[config.mk]
export PLATFORM = sky130hd
export DESIGN_NAME = uart_setpoint_parser_flat
export DESIGN_NICKNAME = d
export VERILOG_FILES = /design/src/rtl/uart_setpoint_parser_if.sv /design/src/rtl/uart_setpoint_parser.sv /design/src/flat_wrapper.sv
export SDC_FILE = /design/constraint.sdc
export NUM_CORES = 1
export LEC_CHECK = 0
export CAP_MARGIN = 25
export CORE_MARGIN = 2
export CORE_UTILIZATION = 34
export CTS_CLUSTER_DIAMETER = 40
export DETAILED_ROUTE_END_ITERATION = 10
export SLEW_MARGIN = 10
export SYNTH_ARGS = -nofsm -noshare
export SYNTH_HDL_FRONTEND = slang
export SYNTH_SLANG_ARGS = --single-unit
[constraint.sdc]
create_clock -name clk -period 6.6 [get_ports clk]
set_input_delay 1.32 -clock clk [delete_from_list [all_inputs] [get_ports clk]]
set_output_delay 1.32 -clock clk [all_outputs]
set_load 0.02 [all_outputs]
[src/rtl/uart_setpoint_parser_if.sv]
// Byte stream from the UART receiver into the setpoint parser.
// One byte per rx_valid strobe; there is no back-pressure.
interface uart_setpoint_parser_if;
    logic [7:0] rx_data;
    logic       rx_valid;

    modport master (
        output rx_data,
        output rx_valid
    );

    modport slave (
        input rx_data,
        input rx_valid
    );
endinterface

[src/rtl/uart_setpoint_parser.sv]
// Decodes ASCII S<n>/H<n> commands from the UART byte stream.
// Holds the setpoint and hysteresis registers read by the control loop.
module uart_setpoint_parser #(
    parameter int SP_DEFAULT   = 25,
    parameter int SP_MIN       = 10,
    parameter int SP_MAX       = 60,
    parameter int HYST_DEFAULT = 2,
    parameter int HYST_MAX     = 9
) (
    input  logic                         clk,
    input  logic                         reset,
    uart_setpoint_parser_if.slave        rx,
    output logic [7:0]                   setpoint,
    output logic [7:0]                   hysteresis,
    output logic                         cmd_update,
    output logic                         cmd_error
);

    typedef enum logic [1:0] {
        IDLE    = 2'd0,
        DIGITS  = 2'd1,
        DISCARD = 2'd2
    } state_t;

    localparam logic [9:0] SP_MIN_W = 10'(SP_MIN);
    localparam logic [9:0] SP_MAX_W = 10'(SP_MAX);
    localparam logic [9:0] HY_MAX_W = 10'(HYST_MAX);

    state_t     state, state_d;
    logic       tgt_h, tgt_h_d;
    logic [1:0] cnt, cnt_d;
    logic [9:0] acc, acc_d;
    logic [7:0] sp_d, hy_d;
    logic       upd_d, err_d;

    logic       is_letter, is_h, is_digit, is_term, in_range;
    logic [9:0] acc_x10;

    assign is_h      = (rx.rx_data == 8'h48) || (rx.rx_data == 8'h68);
    assign is_letter = is_h || (rx.rx_data == 8'h53) || (rx.rx_data == 8'h73);
    assign is_digit  = (rx.rx_data >= 8'h30) && (rx.rx_data <= 8'h39);
    assign is_term   = (rx.rx_data == 8'h0D) || (rx.rx_data == 8'h0A);
    assign acc_x10   = (acc << 3) + (acc << 1);

    // Full 10-bit compare so e.g. 999 can never alias into range.
    assign in_range = tgt_h ? (acc <= HY_MAX_W)
                            : ((acc >= SP_MIN_W) && (acc <= SP_MAX_W));

    always_comb begin
        state_d = state;
        tgt_h_d = tgt_h;
        cnt_d   = cnt;
        acc_d   = acc;
        sp_d    = setpoint;
        hy_d    = hysteresis;
        upd_d   = 1'b0;
        err_d   = 1'b0;
        if (rx.rx_valid) begin
            case (state)
                IDLE: begin
                    if (is_letter) begin
                        tgt_h_d = is_h;
                        acc_d   = '0;
                        cnt_d   = '0;
                        state_d = DIGITS;
                    end else if (!is_term) begin
                        err_d   = 1'b1;
                        state_d = DISCARD;
                    end
                end
                DIGITS: begin
                    if (is_digit && cnt != 2'd3) begin
                        acc_d = acc_x10 + {6'd0, rx.rx_data[3:0]};
                        cnt_d = cnt + 2'd1;
                    end else if (is_term) begin
                        state_d = IDLE;
                        if (cnt != 2'd0 && in_range) begin
                            upd_d = 1'b1;
                            if (tgt_h) hy_d = acc[7:0];
                            else       sp_d = acc[7:0];
                        end else begin
                            err_d = 1'b1;
                        end
                    end else begin
                        err_d   = 1'b1;
                        state_d = DISCARD;
                    end
                end
                DISCARD: begin
                    if (is_term) state_d = IDLE;
                end
                default: state_d = IDLE;
            endcase
        end
    end

    always_ff @(posedge clk) begin
        if (reset) begin
            state      <= IDLE;
            tgt_h      <= 1'b0;
            cnt        <= '0;
            acc        <= '0;
            setpoint   <= 8'(SP_DEFAULT);
            hysteresis <= 8'(HYST_DEFAULT);
            cmd_update <= 1'b0;
            cmd_error  <= 1'b0;
        end else begin
            state      <= state_d;
            tgt_h      <= tgt_h_d;
            cnt        <= cnt_d;
            acc        <= acc_d;
            setpoint   <= sp_d;
            hysteresis <= hy_d;
            cmd_update <= upd_d;
            cmd_error  <= err_d;
        end
    end

endmodule
[src/flat_wrapper.sv]
// flat-port wrapper written by rule: the top's interface ports become plain ports
module uart_setpoint_parser_flat 
#(
    parameter int SP_DEFAULT   = 25,
    parameter int SP_MIN       = 10,
    parameter int SP_MAX       = 60,
    parameter int HYST_DEFAULT = 2,
    parameter int HYST_MAX     = 9
)
  (clk, reset, setpoint, hysteresis, cmd_update, cmd_error, rx_rx_data, rx_rx_valid);
  uart_setpoint_parser_if rx_i ();
  input  logic clk;
  input  logic reset;
  output logic [7:0] setpoint;
  output logic [7:0] hysteresis;
  output logic cmd_update;
  output logic cmd_error;
  input wire logic [$bits(rx_i.rx_data)-1:0] rx_rx_data;
  input wire logic [$bits(rx_i.rx_valid)-1:0] rx_rx_valid;
  assign rx_i.rx_data = rx_rx_data;
  assign rx_i.rx_valid = rx_rx_valid;
  uart_setpoint_parser #(.SP_DEFAULT(SP_DEFAULT), .SP_MIN(SP_MIN), .SP_MAX(SP_MAX), .HYST_DEFAULT(HYST_DEFAULT), .HYST_MAX(HYST_MAX)) u_core (.clk(clk), .reset(reset), .rx(rx_i), .setpoint(setpoint), .hysteresis(hysteresis), .cmd_update(cmd_update), .cmd_error(cmd_error));
endmodule
==> out/metrics.yaml <==
run_status:
  status: "finished clean"
logic_synthesis:
  syn_avg_cell_area_um2: 9.42
  synth_cell_types: 46
  synth_edf_count: 0
  synth_most_common_cell: "dfxtp_1"
  ys_ff_latch: 33
  ys.flop_type: "dfxtp_1"
  ys_seq_area_share_pct: 36.5
  synth.top_cell.area_share_pct: 36.5
  synthCells: 192
  syn-num-nets: 221
  yosysWarnings: 0
  async_flop_share_pct: 0
  synthTopCellsByCount: "33 x dfxtp_1, 17 x nor2_1, 16 x ha_1"
  synth.area.top_cells: "dfxtp_1 37%, ha_1 11%, nor2_1 3.5%"
  netlist_area_mm2: 0.00181
  yosysTopAreaCell: "dfxtp_1"
power_and_ir_drop:
  vdd_drop_max_mv: 0.0759
  power_mw: 0.388
  powerDensity_mw_per_mm2: 170
  leakage_nw: 0.909
floorplanning:
  die_y_um: 76.9
  die_w_um: 76.9
  coreArea_mm2: 0.00511
  initial_utilization_pct: 35.4
  rows: 26
  die_area_mm2: 0.00592
  io_pins: 29
global_routing:
  grt_pass1_wl_mm: 6.53
  globalRouteTotalUtil_pct: 13.7
  grt_max_degree: 29
  grt_pass1_vias: 1384
  antenna_found_initial: 0
  grt-ovfl-total: 0
hold_path:
  hp-start: "u_core.hysteresis[0]"
  hold_path.class: "reg -> reg"
timing:
  worstMarginPinSlew_ns: 0.564
  finalSetupTns_ns: 0
  fin_crit_sh_pct: 53.5
  max_freq_mhz: 283
  maxSlewViolCount: 0
  fin_skew_ns: 0.00896
  fin_crit_ns: 3.53
  slew_headroom_pct: 62.0
  rsz0062_at_grt: "no"
  setup_violations: 0
  hold_violations: 0
route:
  drt-pass1-iter-count: 4
  wl_mm: 3.72
  drt_iter0_drc: 70
  postRouteAntennaNets: 0
  via_count: 1474
  vias_per_cell: 5.00
  drc: 0
  routedWlPerCell_um: 12.6
critical_path:
  crit_chain: "clkdlybuf4s50_1 > fa_1 > inv_1 > fa_1 > nor2b_1 > o21ai_0 > a2111oi_0 > mux2i_1 > nor2_1"
  slowest_delay_ns: 0.59
  path_class: "in -> reg"
  cp_max_fo: 5
  crit_path_top_delay_cell: "fa_1"
  required_ns: 6.82
  startpoint_type: "input port"
  end_kind: "register"
  critical_path_arrival_ns: 3.75
  crit_path_frequent_cell: "fa_1"
  crit_start: "rx_rx_data[3]"
  reg2reg_from: "u_core.acc[0]"
clock_network:
  cts_resized: 0
  cts_buffers: 5
  ctsHoldBuffers: 0
  insertion_delay_ns: 0.29
  cts_tree: "yes"
  clkTransAtPathRegs_ns: 0.06
  clock_sinks: 33
  post-cts-setup-buffers: 0
  clock_path_buffers: 2
  root_buffer: "clkbuf_8"
  htree_levels: 2
place:
  dpl.hpwl_mm: 2.88
  gp_congestion: 0.764
  io_buffer_count: 28
finish:
  nets: 253
  antenna_cells: 0
  area_growth_pct: 25.9
  drive_gt1_share_pct: 9.33
  fill_cells: 519
flow_run:
  maxCapViolations: 0
## power by group
part | switching, mW | internal, mW | total (mW)
Sequential | 0.000988 | 0.200 | 0.201
Clock | 0.0707 | 0.0941 | 0.165
Combinational | 0.0113 | 0.0109 | 0.0222
Total | 0.0830 | 0.305 | 0.388
## state kept, by name (all words and copies together), names as in the netlist
name               flops
u_core.acc            10
u_core.cmd_error       1
u_core.cmd_update      1
u_core.cnt             2
u_core.hysteresis      8
u_core.setpoint        8
u_core.state           2
u_core.tgt_h           1
## layout by cell type (no fill, tap or decap), types with 3 or more instances in the layout
cell type	netlist	final
o21a_1	5	5
nor4_1	3	3
clkbuf_8	0	7
nand2_1	8	8
inv_1	11	11
clkdlybuf4s50_1	0	28
nor3b_1	4	4
dfxtp_1	33	33
mux2i_1	6	6
o21ai_0	8	8
nand3_1	3	3
a21oi_1	12	12
xor2_1	4	4
a22o_1	4	4
ha_1	16	16
nor2_1	17	17
nor3_1	11	11
## final timing paths
kind	end	slack, ns	depth (start not counted)
max	u_core.acc[6]	3.07	9
min	u_core.hysteresis[0]	0.45	2
max reg2reg	u_core.acc[6]	4.24	8
min reg2reg	u_core.hysteresis[0]	0.45	2
## cell type report
| class | instances | area [um^2] | share of cell area (%) |
|---|---|---|---|
| clock buffer | 7 | 96.3 | 4.23 |
| timing repair buffer | 30 | 300 | 13.2 |
| clock inverter | 1 | 5.00 | 0.220 |
| inverter | 11 | 41.3 | 1.81 |
| sequential | 33 | 661 | 29.0 |
| multi-input combinational | 143 | 1090 | 47.7 |
| tap | 70 | 87.6 | 3.85 |
## logic make-up after synthesis
group / count (synthesis) / synth area share, %
buffers and inverters: 16 / 3.46
xor gates and xnor gates: 6 / 2.90
DFF: 33 / 36.5
adders and majority gates: 18 / 13.3
and+or+nand+nor: 70 / 23.4
muxes: 7 / 4.15
AOI/OAI and AO/OA: 42 / 16.3
## per-layer routing
layer	GRT usage, %	wire (um)
met1	18.4	1890
met2	20.8	1600
met3	2.82	162
met4	6.55	68
met5	0	0
## critical path, delay by kind of cell
| kind | cells | cell delay (ns) |
|---|---|---|
| compound gates | 2 | 0.46 |
| fa+ha+maj | 2 | 1.03 |
| mux | 1 | 0.12 |
| simple gates | 2 | 0.25 |
| buf+inv | 2 | 0.56 |
## through the flow
step                      cells  hold WS, ns  setup slack, ns  cell area [um^2]  util, %
after detailed placement    285        0.446             2.75              2160     42.2
after global placement      285        0.443             2.81              2160     42.2
after CTS                   293        0.455             3.03              2260     44.2
final                       295        0.451             3.07              2280     44.6
after floorplan             192        0.426             3.44              1810        -
after global routing        295        0.500             2.88              2280     44.6
(Power assumes the default switching activity.)
